`config.mk`:
```
export PLATFORM = sky130hd
export DESIGN_NAME = tt_um_safana_mux_sched_flat
export DESIGN_NICKNAME = d
export VERILOG_FILES = /design/src/rtl/mux_sched_pkg.sv /design/src/rtl/mux_sched_if.sv /design/src/rtl/mux_sched_rr_pick.sv /design/src/rtl/tt_um_safana_mux_sched.sv /design/src/flat_wrapper.sv
export SDC_FILE = /design/constraint.sdc
export NUM_CORES = 1
export LEC_CHECK = 0
export BUFFER_PORTS_ARGS = -buffer_cell sky130_fd_sc_hd__clkbuf_2
export CAP_MARGIN = 15
export CORE_ASPECT_RATIO = 0.9
export CORE_UTILIZATION = 39
export DETAILED_ROUTE_END_ITERATION = 6
export PLACE_DENSITY = 0.67
export SLEW_MARGIN = 5
export SYNTH_ARGS = -nofsm -noshare
export SYNTH_HDL_FRONTEND = slang
export SYNTH_SLANG_ARGS = --single-unit
```
`constraint.sdc`:
```
create_clock -name clk -period 2.4 [get_ports clk]
set_clock_uncertainty 0.05 [all_clocks]
set_input_delay 0.48 -clock clk [delete_from_list [all_inputs] [get_ports clk]]
set_output_delay 0.48 -clock clk [all_outputs]
set_load 0.03 [all_outputs]
```
`src/rtl/mux_sched_pkg.sv`:
```
// rtl/mux_sched_pkg.sv - shared types and constants for the round-robin mux scheduler
package mux_sched_pkg;

  localparam int NUM_REQ = 4;
  localparam int SLOT_W  = 4;

  // Starting from 3 makes requester 0 the first winner after reset.
  localparam logic [1:0] LAST_RST = 2'd3;

  typedef enum logic [1:0] {
    IDLE    = 2'd0,
    GRANT   = 2'd1,
    RELEASE = 2'd2
  } state_t;

  function automatic logic [NUM_REQ-1:0] onehot(input logic [1:0] idx);
    onehot = NUM_REQ'(1) << idx;
  endfunction

endpackage

```
`src/rtl/mux_sched_if.sv`:
```
// rtl/mux_sched_if.sv - tile pin bundle shared by the scheduler and its driver
interface mux_sched_if;

  logic [7:0] ui_in;
  logic [7:0] uio_in;
  logic [7:0] uo_out;
  logic [7:0] uio_out;
  logic [7:0] uio_oe;

  modport slave (
    input  ui_in,
    input  uio_in,
    output uo_out,
    output uio_out,
    output uio_oe
  );

  modport master (
    output ui_in,
    output uio_in,
    input  uo_out,
    input  uio_out,
    input  uio_oe
  );

endinterface

```
`src/rtl/mux_sched_rr_pick.sv`:
```
// rtl/mux_sched_rr_pick.sv - combinational round-robin picker starting after the last winner
module mux_sched_rr_pick
  import mux_sched_pkg::*;
(
  input  logic [NUM_REQ-1:0] req,
  input  logic [1:0]         last,
  output logic [1:0]         winner,
  output logic               any
);

  logic [1:0] idx;

  // The previous winner is visited last, so it only wins when nobody else asks.
  always_comb begin
    winner = last;
    any    = 1'b0;
    idx    = last;
    for (int k = 1; k <= NUM_REQ; k++) begin
      idx = last + 2'(k);
      if (!any && req[idx]) begin
        winner = idx;
        any    = 1'b1;
      end
    end
  end

endmodule

```
`src/rtl/tt_um_safana_mux_sched.sv`:
```
// rtl/tt_um_safana_mux_sched.sv - scheduler FSM, slot counter and output registers
// Optional MUX_SCHED_PRIO_EN: requester 0 gets strict priority over the rotating 1..3.
module tt_um_safana_mux_sched
  import mux_sched_pkg::*;
(
  input  logic        clk,
  input  logic        rst_n,
  input  logic        ena,
  mux_sched_if.slave  pins
);

  logic [NUM_REQ-1:0] req;
  logic [NUM_REQ-1:0] dat;
  logic [SLOT_W-1:0]  slot_len;
  logic               unused_uio;

  assign req        = pins.ui_in[3:0];
  assign dat        = pins.ui_in[7:4];
  assign slot_len   = pins.uio_in[3:0];
  assign unused_uio = &{1'b0, pins.uio_in[7:4]};

  state_t             state, state_n;
  logic [NUM_REQ-1:0] gnt, gnt_n;
  logic [1:0]         sel, sel_n;
  logic               dout, dout_n;
  logic               busy, busy_n;
  logic [SLOT_W-1:0]  slot_cnt, cnt_n;
  logic [1:0]         last, last_n;

  logic [1:0]         winner;
  logic               any;

`ifdef MUX_SCHED_PRIO_EN
  logic [1:0] rr_winner;
  logic       rr_any;

  // Requester 0 is masked out of the rotation and overrides it when asserted.
  mux_sched_rr_pick u_pick (
    .req    ({req[3:1], 1'b0}),
    .last   (last),
    .winner (rr_winner),
    .any    (rr_any)
  );

  assign winner = req[0] ? 2'd0 : rr_winner;
  assign any    = req[0] | rr_any;
`else
  mux_sched_rr_pick u_pick (
    .req    (req),
    .last   (last),
    .winner (winner),
    .any    (any)
  );
`endif

  always_ff @(posedge clk or negedge rst_n) begin
    if (!rst_n) begin
      state    <= IDLE;
      gnt      <= '0;
      sel      <= '0;
      dout     <= 1'b0;
      busy     <= 1'b0;
      slot_cnt <= '0;
      last     <= LAST_RST;
    end else begin
      state    <= state_n;
      gnt      <= gnt_n;
      sel      <= sel_n;
      dout     <= dout_n;
      busy     <= busy_n;
      slot_cnt <= cnt_n;
      last     <= last_n;
    end
  end

  always_comb begin
    state_n = state;
    gnt_n   = gnt;
    sel_n   = sel;
    dout_n  = dout;
    busy_n  = busy;
    cnt_n   = slot_cnt;
    last_n  = last;

    if (!ena) begin
      state_n = IDLE;
      gnt_n   = '0;
      dout_n  = 1'b0;
      busy_n  = 1'b0;
    end else begin
      case (state)
        IDLE: begin
          gnt_n  = '0;
          dout_n = 1'b0;
          busy_n = 1'b0;
          if (any) begin
            state_n = GRANT;
            gnt_n   = onehot(winner);
            sel_n   = winner;
            last_n  = winner;
            cnt_n   = slot_len;
            busy_n  = 1'b1;
            dout_n  = dat[winner];
          end
        end
        GRANT: begin
          busy_n = 1'b1;
          if (slot_cnt == '0 || !req[sel]) begin
            state_n = RELEASE;
            gnt_n   = '0;
            dout_n  = 1'b0;
            cnt_n   = '0;
          end else begin
            dout_n = dat[sel];
            cnt_n  = slot_cnt - SLOT_W'(1);
          end
        end
        RELEASE: begin
          state_n = IDLE;
          gnt_n   = '0;
          dout_n  = 1'b0;
          busy_n  = 1'b0;
        end
        default: begin
          state_n = IDLE;
          gnt_n   = '0;
          dout_n  = 1'b0;
          busy_n  = 1'b0;
        end
      endcase
    end
  end

  assign pins.uo_out  = {busy, dout, sel, gnt};
  assign pins.uio_out = 8'h00;
  assign pins.uio_oe  = 8'h00;

endmodule

```
`src/flat_wrapper.sv`:
```
// flat-port wrapper written by rule: the top's interface ports become plain ports
module tt_um_safana_mux_sched_flat import mux_sched_pkg::*;
  (clk, rst_n, ena, pins_ui_in, pins_uio_in, pins_uo_out, pins_uio_out, pins_uio_oe);
  mux_sched_if pins_i ();
  input  logic clk;
  input  logic rst_n;
  input  logic ena;
  input wire logic [$bits(pins_i.ui_in)-1:0] pins_ui_in;
  input wire logic [$bits(pins_i.uio_in)-1:0] pins_uio_in;
  output wire logic [$bits(pins_i.uo_out)-1:0] pins_uo_out;
  output wire logic [$bits(pins_i.uio_out)-1:0] pins_uio_out;
  output wire logic [$bits(pins_i.uio_oe)-1:0] pins_uio_oe;
  assign pins_i.ui_in = pins_ui_in;
  assign pins_i.uio_in = pins_uio_in;
  assign pins_uo_out = pins_i.uo_out;
  assign pins_uio_out = pins_i.uio_out;
  assign pins_uio_oe = pins_i.uio_oe;
  tt_um_safana_mux_sched u_core (.clk(clk), .rst_n(rst_n), .ena(ena), .pins(pins_i));
endmodule
```
==> results.md <==
| Quantity | Value |
|:---|:---|
| Count of max-cap constraint violations | 0 |
| CTS clk-pin slew, worst paths | 0.10 ns |
| First-pass iteration count of the detailed router | 6 |
| Number of enable flip-flop cells after synthesis | 0 |
| Crit. End Element | register |
| Detailed router's first-iteration violation count | 17 |
| Final total power | 1260 uW |
| Root buffer cell | clkbuf_4 |
| YS warnings | 0 |
| Core region area | 2510 um^2 |
| RSZ-0062 raised after global routing | false |
| Maximum number of pins on one net before global-route repair | 17 |
| Clock buffer count from CTS | 3 |
| Max clock buf depth | 2 |
| Share of post-route cells with drive strength above 1 | 29.0% |
| Layout Cells excl Fill | 152 |
| Status | complete, but fails checks |
| Total setup violations reported at the end of the flow | 0 |
| Total Die Area | 2910 um^2 |
| DRC violation count after routing | 5 |
| CP max FO | 7 |
| Number of global-route vias before repair | 662 |
| Clock insertion delay at the later pin of the skew report | 0.29 ns |
| Final cell utilization of the core | 45.4% |
| Number of antenna diodes | 0 |
| Row count | 17 |
| Area occupied by registers | 403 um^2 |
| Hold-fix buffer count after cts | 0 |
| Post-synthesis async set-or-reset flop share | 100% |
| GP Congestion | 0.784 |
| Max Transition Viols Final | 0 |
| Clock tree from TritonCTS | yes |
| Total number of vias | 752 |
| Gate count after technology mapping | 103 |
| Critical Path AT | 2.00 ns |
| Clock sink count | 16 |
| Number of port buffers | 22 |
| Count of antenna-violating nets left after detailed routing | 0 |
| First-pass GRT wire length | 2910 um |
| # H-tree levels | 1 |
| Mean area per synthesized cell | 10.2 um^2 |
| Die X | 56.8 um |
| Routed WL per cell | 11.7 um |
| Number of distinct standard cells referenced by the synthesized netlist | 35 |
| Netlist area before placement | 1050 um^2 |
| Area delta synth->final | 8.20% |
| HP Class | primary input to asynchronous set/reset pin |
| Number of placed I/O pins | 43 |
| Post-CTS setup buffers | 0 |
| Flop and latch count out of synthesis | 16 |
| Initial Util | 41.9% |
| Achievable frequency | 534 MHz |
| Initial antenna violation count | 0 |
| Violations in the final reports | DRC |
| Leakage power | 0.000561 uW |
| Worst setup path category | register to register |
| CP required | 2.53 ns |
| Startpoint types | register |
| Share of the cycle needed by the critical path after routing | 78.0% |
| Count of endpoints failing hold in the final timing report | 0 |
| Register-to-Register Path Depth | 7 |
| Drt total wl | 1780 um |
| # nets final | 146 |
| Mean number of vias per cell | 4.95 |
| Part of the Yosys area used for sequential elements | 38.3% |
| Total negative slack | 0 ns |
| Die outline height | 51.3 um |
| Count of instances resized after the clock tree is built | 0 |
| Area taken by multi-input logic gates | 532 um^2 |
| Post-synth top flop | dfrtp_1 |
| Remaining global-route overflow | 0 |
| Placed cell count | 148 |
| GR Util All Layers | 13.3% |
| Power density of the placed cells | 1110 nW/um^2 |
| Shortest period the worst path allows | 1.87 ns |
| IR drop worst, VDD | 0.000596 V |
| Post-detailed-placement half-perimeter wirelength | 1400 um |
| Number of fill cells | 241 |
## power breakdown
| part | total [uW] | internal (uW) | leakage [uW] | switching (uW) |
|---|---|---|---|---|
| Clock | 179 | 92.4 | 0.0000210 | 86.9 |
| Sequential | 487 | 386 | 0.000198 | 101 |
| Combinational | 595 | 240 | 0.000342 | 355 |
| Total | 1260 | 718 | 0.000561 | 543 |
## routing by layer
metal | global-route usage, % | vias to the layer above | routed length [um]
li1 | - | 369 | -
met1 | 16.1 | 360 | 797
met2 | 22.8 | 23 | 872
met5 | 0 | - | 0
met3 | 5.32 | 0 | 111
met4 | 2.44 | 0 | 0
## final cells by class
cell class                      count  area share, %
Tap cell                           28           3.08
Sequential cell                    16           35.4
Multi-Input combinational cell     76           46.7
Inverter                            6           1.98
Clock buffer                        4           3.19
Timing Repair Buffer               22           9.67
## cells by family after synthesis
kind of cell	after synthesis	share of synthesized area, %
AO/OA/AOI/OAI	25	18.4
adder cells (fa/ha/maj)	2	2.38
buffers and inverters	26	16.5
flip-flops	16	38.3
multiplexers	5	7.49
other	1	0.356
AND/OR/NAND/NOR	28	16.5
## synth_stat cells, types with 2 or more instances
cell       n  share of area (%)
nor2b_1    2                1.2
dfstp_2    2                5.0
ha_1       2                2.4
o21a_1     4                2.9
a21oi_1    5                2.4
nand2_1    8                2.9
nor2_1     2               0.71
dfrtp_1   14                 33
nor3_1     2               0.95
inv_1      6                2.1
buf_4     18                 13
a32o_1     2                1.9
nor3b_1    2                1.4
mux2i_1    3                2.9
o21ai_0    9                4.3
nand2b_1   3                1.8
## per-stage QoR
stage | cell area (um^2) | hold slack, ns | setup WS [ns]
finish | 1140 | 0.0404 | 0.529
detailed placement | 1100 | 0.377 | 0.551
global placement | 1100 | 0.369 | 0.576
CTS | 1140 | 0.0579 | 0.539
global route | 1140 | 0.0553 | 0.432
floorplan | 1110 | 0.134 | 0.606
## worst paths after layout
kind                                                  endpoint                      startpoint  slack [ns]
max in group asynchronous           u_core.last[0]$_DFFE_PN1P_                           rst_n        1.94
worst max register to register  u_core.slot_cnt[1]$_DFFE_PN0P_  u_core.slot_cnt[0]$_DFFE_PN0P_        0.53
worst max-delay path            u_core.slot_cnt[1]$_DFFE_PN0P_  u_core.slot_cnt[0]$_DFFE_PN0P_        0.53
worst min-delay path            u_core.slot_cnt[2]$_DFFE_PN0P_                           rst_n        0.04
worst min register to register       u_core.gnt[1]$_DFFE_PN0P_       u_core.gnt[1]$_DFFE_PN0P_        0.44
min in group clk                   u_core.state[1]$_DFFE_PN0P_                             ena        0.40
## worst max-delay path, cell delays in order, from the launching register on
cell      delay, ns
dfrtp_1        0.40
inv_1          0.09
ha_1           0.15
or3b_2         0.47
nand3_1        0.25
nor2_1         0.07
a211oi_1       0.22
a21oi_1        0.06
## flip-flops by register name, summed over array words and instances (netlist names)
register         count
u_core.gnt           4
u_core.state         2
u_core.busy          1
u_core.dout          1
u_core.sel           2
u_core.slot_cnt      4
u_core.last          2
## layout by cell type, fill, tap and decap left out, types with 2 or more instances in the layout
cell type / n
ha_1: 2
dfstp_2: 2
nor2_1: 2
dfrtp_1: 14
o21a_1: 4
a32o_1: 2
nand2_1: 8
mux2i_1: 3
inv_1: 6
nand2b_1: 3
o21ai_0: 9
nor3_1: 2
clkbuf_2: 22
clkbuf_4: 3
nor2b_1: 2
a21oi_1: 5
nor3b_1: 2
conb_1: 16
No activity file was read; power rests on OpenSTA's default activity.
